File: src/rtl/bcd_counter_mdigit_if.sv
// Bundle for the multi-digit BCD counter: control/load inputs plus count and flags.
// Ports: en, up, clr, load, load_val (to counter); q, tc, ovf, load_err (from counter).
interface bcd_counter_mdigit_if #(
    parameter int DIGITS = 4
);
    logic                  en;
    logic                  up;
    logic                  clr;
    logic                  load;
    logic [4*DIGITS-1:0]   load_val;
    logic [4*DIGITS-1:0]   q;
    logic                  tc;
    logic                  ovf;
    logic                  load_err;

    modport master (
        output en, up, clr, load, load_val,
        input  q, tc, ovf, load_err
    );

    modport slave (
        input  en, up, clr, load, load_val,
        output q, tc, ovf, load_err
    );
endinterface

File: src/rtl/bcd_counter_mdigit.sv
// Multi-digit up/down BCD counter with clear, load, wrap/saturate, tc and ovf flags.
// Ports: clk, reset_n (async, active low), bus (slave modport of bcd_counter_mdigit_if).
// Optional macro BCD_CNT_LOAD_CHECK_EN: reject loads with a non-BCD digit (load_err pulse);
// when undefined, non-BCD load digits clamp to 9 and load_err stays 0.
module bcd_counter_mdigit #(
    parameter int DIGITS = 4,
    parameter bit WRAP   = 1'b1
) (
    input  logic                 clk,
    input  logic                 reset_n,
    bcd_counter_mdigit_if.slave  bus
);
    localparam int W = 4 * DIGITS;

    logic [W-1:0] q_q, q_d;
    logic         ovf_q, ovf_d;
    logic [W-1:0] step_v;
    logic [W-1:0] load_v;
    logic         all9, all0, at_lim;
    logic         prop;
    logic [3:0]   dig, ld;
`ifdef BCD_CNT_LOAD_CHECK_EN
    logic         bad;
    logic         lerr_q, lerr_d;
`endif

    assign all9   = (q_q == {DIGITS{4'h9}});
    assign all0   = (q_q == {W{1'b0}});
    assign at_lim = bus.up ? all9 : all0;
    assign bus.tc = bus.en & at_lim;

    // Ripple the carry/borrow digit by digit; prop is "all lower digits at 9 (or 0)".
    always_comb begin
        step_v = q_q;
        prop   = 1'b1;
        dig    = 4'h0;
        for (int k = 0; k < DIGITS; k++) begin
            dig = q_q[4*k +: 4];
            if (bus.up) begin
                if (prop) step_v[4*k +: 4] = (dig == 4'd9) ? 4'd0 : dig + 4'd1;
                prop = prop & (dig == 4'd9);
            end else begin
                if (prop) step_v[4*k +: 4] = (dig == 4'd0) ? 4'd9 : dig - 4'd1;
                prop = prop & (dig == 4'd0);
            end
        end
    end

    always_comb begin
        load_v = bus.load_val;
        ld     = 4'h0;
`ifdef BCD_CNT_LOAD_CHECK_EN
        bad    = 1'b0;
`endif
        for (int k = 0; k < DIGITS; k++) begin
            ld = bus.load_val[4*k +: 4];
            if (ld > 4'd9) begin
                load_v[4*k +: 4] = 4'd9;
`ifdef BCD_CNT_LOAD_CHECK_EN
                bad = 1'b1;
`endif
            end
        end
    end

    always_comb begin
        q_d    = q_q;
        ovf_d  = 1'b0;
`ifdef BCD_CNT_LOAD_CHECK_EN
        lerr_d = 1'b0;
`endif
        if (bus.clr) begin
            q_d = {W{1'b0}};
        end else if (bus.load) begin
`ifdef BCD_CNT_LOAD_CHECK_EN
            if (bad) lerr_d = 1'b1;
            else     q_d    = load_v;
`else
            q_d = load_v;
`endif
        end else if (bus.en) begin
            if (at_lim) begin
                ovf_d = 1'b1;
                // step_v already holds the wrapped value at the limit
                q_d   = WRAP ? step_v : q_q;
            end else begin
                q_d = step_v;
            end
        end
    end

    always_ff @(posedge clk or negedge reset_n) begin
        if (!reset_n) begin
            q_q   <= {W{1'b0}};
            ovf_q <= 1'b0;
        end else begin
            q_q   <= q_d;
            ovf_q <= ovf_d;
        end
    end

`ifdef BCD_CNT_LOAD_CHECK_EN
    always_ff @(posedge clk or negedge reset_n) begin
        if (!reset_n) lerr_q <= 1'b0;
        else          lerr_q <= lerr_d;
    end
    assign bus.load_err = lerr_q;
`else
    assign bus.load_err = 1'b0;
`endif

    assign bus.q   = q_q;
    assign bus.ovf = ovf_q;
endmodule
File: src/flat_wrapper.sv
// flat-port wrapper written by rule: the top's interface ports become plain ports
module bcd_counter_mdigit_flat 
#(
    parameter int DIGITS = 4,
    parameter bit WRAP   = 1'b1
)
  (clk, reset_n, bus_en, bus_up, bus_clr, bus_load, bus_load_val, bus_q, bus_tc, bus_ovf, bus_load_err);
  bcd_counter_mdigit_if #(.DIGITS(DIGITS)) bus_i ();
  input  logic clk;
  input  logic reset_n;
  input wire logic [$bits(bus_i.en)-1:0] bus_en;
  input wire logic [$bits(bus_i.up)-1:0] bus_up;
  input wire logic [$bits(bus_i.clr)-1:0] bus_clr;
  input wire logic [$bits(bus_i.load)-1:0] bus_load;
  input wire logic [$bits(bus_i.load_val)-1:0] bus_load_val;
  output wire logic [$bits(bus_i.q)-1:0] bus_q;
  output wire logic [$bits(bus_i.tc)-1:0] bus_tc;
  output wire logic [$bits(bus_i.ovf)-1:0] bus_ovf;
  output wire logic [$bits(bus_i.load_err)-1:0] bus_load_err;
  assign bus_i.en = bus_en;
  assign bus_i.up = bus_up;
  assign bus_i.clr = bus_clr;
  assign bus_i.load = bus_load;
  assign bus_i.load_val = bus_load_val;
  assign bus_q = bus_i.q;
  assign bus_tc = bus_i.tc;
  assign bus_ovf = bus_i.ovf;
  assign bus_load_err = bus_i.load_err;
  bcd_counter_mdigit #(.DIGITS(DIGITS), .WRAP(WRAP)) u_core (.clk(clk), .reset_n(reset_n), .bus(bus_i));
endmodule
File: config.mk
export PLATFORM = sky130hd
export DESIGN_NAME = bcd_counter_mdigit_flat
export DESIGN_NICKNAME = d
export VERILOG_FILES = /design/src/rtl/bcd_counter_mdigit_if.sv /design/src/rtl/bcd_counter_mdigit.sv /design/src/flat_wrapper.sv
export SDC_FILE = /design/constraint.sdc
export NUM_CORES = 1
export LEC_CHECK = 0
export ABC_AREA = 0
export CORE_MARGIN = 2
export CORE_UTILIZATION = 55
export DETAILED_ROUTE_END_ITERATION = 10
export HOLD_SLACK_MARGIN = 0.12
export PLACE_DENSITY = 0.93
export RECOVER_POWER = 50
export SLEW_MARGIN = 20
export SYNTH_ARGS = -nofsm -noshare
export SYNTH_HDL_FRONTEND = slang
export SYNTH_SLANG_ARGS = --single-unit
File: constraint.sdc
create_clock -name clk -period 5.8 [get_ports clk]
set_input_delay 0.58 -clock clk [delete_from_list [all_inputs] [get_ports clk]]
set_output_delay 0.58 -clock clk [all_outputs]
set_load 0.02 [all_outputs]
==> results.yml <==
routing:
  routed_wl_mm: 4.82
  drc_errors: 0
  via_per_instance_ratio: 6.35
  route.antenna.remaining_nets: 0
  via_count: 1906
  detailedRoute.firstIterationViolations: 147
  routed_wire_length_per_instance_um: 16.1
  number_of_iterations_in_the_first_detailed_routing_pass: 4
clock_tree:
  cts-buffers-inserted: 3
  postCtsResizedCells: 0
  cts_max_path_buffers: 2
  postCtsSetupRepairBufs: 0
  htreeDepth: 1
  clock_tree_from_tritoncts: "built"
  numClockSinks: 17
  cts_root_buf: "clkbuf_4"
  postCtsHoldBufs: 0
  clkLatencyLatePin_ps: 310
  cts.clk_slew.worst_paths_ps: 110
final_layout:
  final.fill_count: 289
  layout.cells.most_common: "clkdlybuf4s50_1"
  final_nets: 290
  layout-drive-gt1-share: 0.0787
  diodes: 0
  layout_common_cells: "29 x clkdlybuf4s50_1, 17 x dfrtp_1, 16 x nand2_1"
  post_layout_nonfiller_instances: 300
  area.growth.synth_to_final_pct: 21.7
critical_path:
  worst_r2r_endpoint: "u_core.bus.q[8]"
  worst_r2r_path_depth: 6
  ff2ff_setup_slack_ps: 3160
  worstSetupEndpoint: "bus_tc"
  arrival_ps: 3390
  startpoint_types: "primary input"
  rr_startpoint: "u_core.bus.q[4]"
  crit_path_max_fanout: 32
  endpoint_class_of_the_critical_path: "primary output"
  worstSetupStartpoint: "bus_up"
  cp_data_required_time_ps: 5220
  critical_path_class: "in2out"
yosys:
  syn-cell-area_mm2: 0.00187
  postSynth.asyncResetShare: 1.00
  yosys_register_bits: 17
  postSynthCellCount: 227
  synth_area_per_cell_um2: 8.24
  share_of_synthesized_area_occupied_by_flip_flops_and_latches: 0.227
  post_syn_nets: 262
  synth_enable_flop_cells: 0
  flip_flop_cell_with_the_highest_count_after_synthesis: "dfrtp_1"
  synth_cell_types: 64
  yosysWarnings: 0
sta:
  fin_crit_sh: 0.684
  tightest_slew_ps: 1010
  final_report_max_slew_violation_count: 0
  hold_viol: 0
  relSlewSlack: 0.327
  achievable_freq_mhz: 252
  unrepaired_setup_endpoints_after_global_routing: "false"
  setup_viol: 0
  clock_skew_ps: 3.99
  finalSetupTns_ps: 0
  period_minus_slack_ps: 3970
grt:
  grt_start_max_net_pins: 33
  globalRouteOverflowTotal: 0
  number_of_global_route_vias_before_repair: 1742
  first_pass_grt_wire_length_mm: 8.08
  antenna_found_initial: 0
  aggregate_global_route_resource_usage: 0.254
outcome:
  outcome: "complete, no violations"
pwr:
  pwr_density_cell_mw_per_mm2: 156
  vdd_ir_drop_max_uv: 92.2
  leakage_nw: 0.945
floorplanning:
  design.die.area_mm2: 0.00388
  chipWidth_um: 62.3
  start_util: 0.565
  placement_rows: 21
  top_level_ports: 41
  placeableCoreArea_mm2: 0.00331
  floorplan.die.height_um: 62.3
min_path:
  timing.hold.worst_path_depth: 2
  hold_path.class: "reg2reg"
job:
  timing.max_cap.violations: 0
place:
  detailedPlacementHpwl_mm: 3.37
  portBuffers: 39
  gp_routability_congestion: 0.905
  dpl.cell_count: 296
==> registers in the layout (all words and copies together), names as in the netlist <==
| name | flops |
|---|---|
| u_core.bus.ovf | 1 |
| u_core.bus.q | 16 |
==> synthesized netlist by cell type, types with 7 or more instances <==
cell / instances / area (um^2)
inv_1: 15 / 56.3
nand2_1: 16 / 60.1
dfrtp_1: 17 / 425
a211oi_1: 8 / 60.1
o21ai_0: 8 / 40.0
clkbuf_1: 14 / 52.6
a21oi_1: 10 / 50.1
nand2b_1: 7 / 43.8
nor2_1: 12 / 45.0
ha_1: 13 / 163
==> area by class of cell <==
class                      count  area (um^2)  area share
clock buffer                   4         26.3      0.0115
inverter                      15         56.3      0.0247
multi-input combinational    178         1310       0.577
sequential                    17          425       0.187
tap                           46         57.6      0.0253
timing repair buffer          40          398       0.175
==> power by group <==
| group | leakage, nW | switching [W] | total (W) | internal (W) |
|---|---|---|---|---|
| Combinational | 0.705 | 0.0000717 | 0.000138 | 0.0000665 |
| Sequential | 0.225 | 0.0000198 | 0.000146 | 0.000126 |
| Clock | 0.0150 | 0.0000445 | 0.0000714 | 0.0000269 |
| Total | 0.945 | 0.000136 | 0.000355 | 0.000219 |
==> worst max-delay path: stages <==
cell and delay (ps):
clkdlybuf4s50_1 930, nor4b_1 770, nand4_1 210, a21oi_1 240, clkdlybuf4s50_1 650
==> how the worst min path moves through the flow <==
stage                         start               to  slack [ps]
finish              u_core.bus.q[4]  u_core.bus.q[4]         730
global route        u_core.bus.q[5]  u_core.bus.q[5]         810
CTS                 u_core.bus.q[4]  u_core.bus.q[4]         730
detailed placement  u_core.bus.q[4]  u_core.bus.q[4]         710
global placement    u_core.bus.q[4]  u_core.bus.q[4]         700
floorplan                   reset_n   u_core.bus.ovf         280
==> kinds of logic (layout without fill, tap and decap cells) <==
| kind of cell | count (synthesis) | in the layout | share of synthesized area |
|---|---|---|---|
| muxes | 4 | 4 | 0.0221 |
| adders and majority gates | 13 | 13 | 0.0870 |
| and+or+nand+nor | 88 | 88 | 0.290 |
| AOI/OAI and AO/OA | 70 | 70 | 0.292 |
| xor gates and xnor gates | 2 | 2 | 0.00937 |
| DFF | 17 | 17 | 0.227 |
| buffers and inverters | 32 | 59 | 0.0709 |
| other | 1 | 1 | 0.00200 |
==> metal layers <==
| metal | routed length [um] | share of wire | track usage | vias up |
|---|---|---|---|---|
| met5 | 0 | 0 | 0 | - |
| met4 | 57 | 0.012 | 0.0833 | 0 |
| met3 | 262 | 0.054 | 0.0362 | 10 |
| met2 | 2320 | 0.48 | 0.408 | 67 |
| met1 | 2170 | 0.45 | 0.354 | 922 |
| li1 | - | - | - | 907 |
==> per-stage QoR <==
stage          hold slack, ps  setup WS (ps)  instance area (um^2)  power [W]   util
4_1_cts                   732           1850                  2280   0.000355  0.687
2_1_floorplan             284           3500                  1870   0.000233      -
3_3_place_gp              696           2070                  2250   0.000281  0.680
5_1_grt                   808           1670                  2280   0.000376  0.687
3_5_place_dp              714           1920                  2250   0.000286  0.680
6_report                  728           1830                  2280   0.000355  0.687
Power figures use the tool's default switching activity.
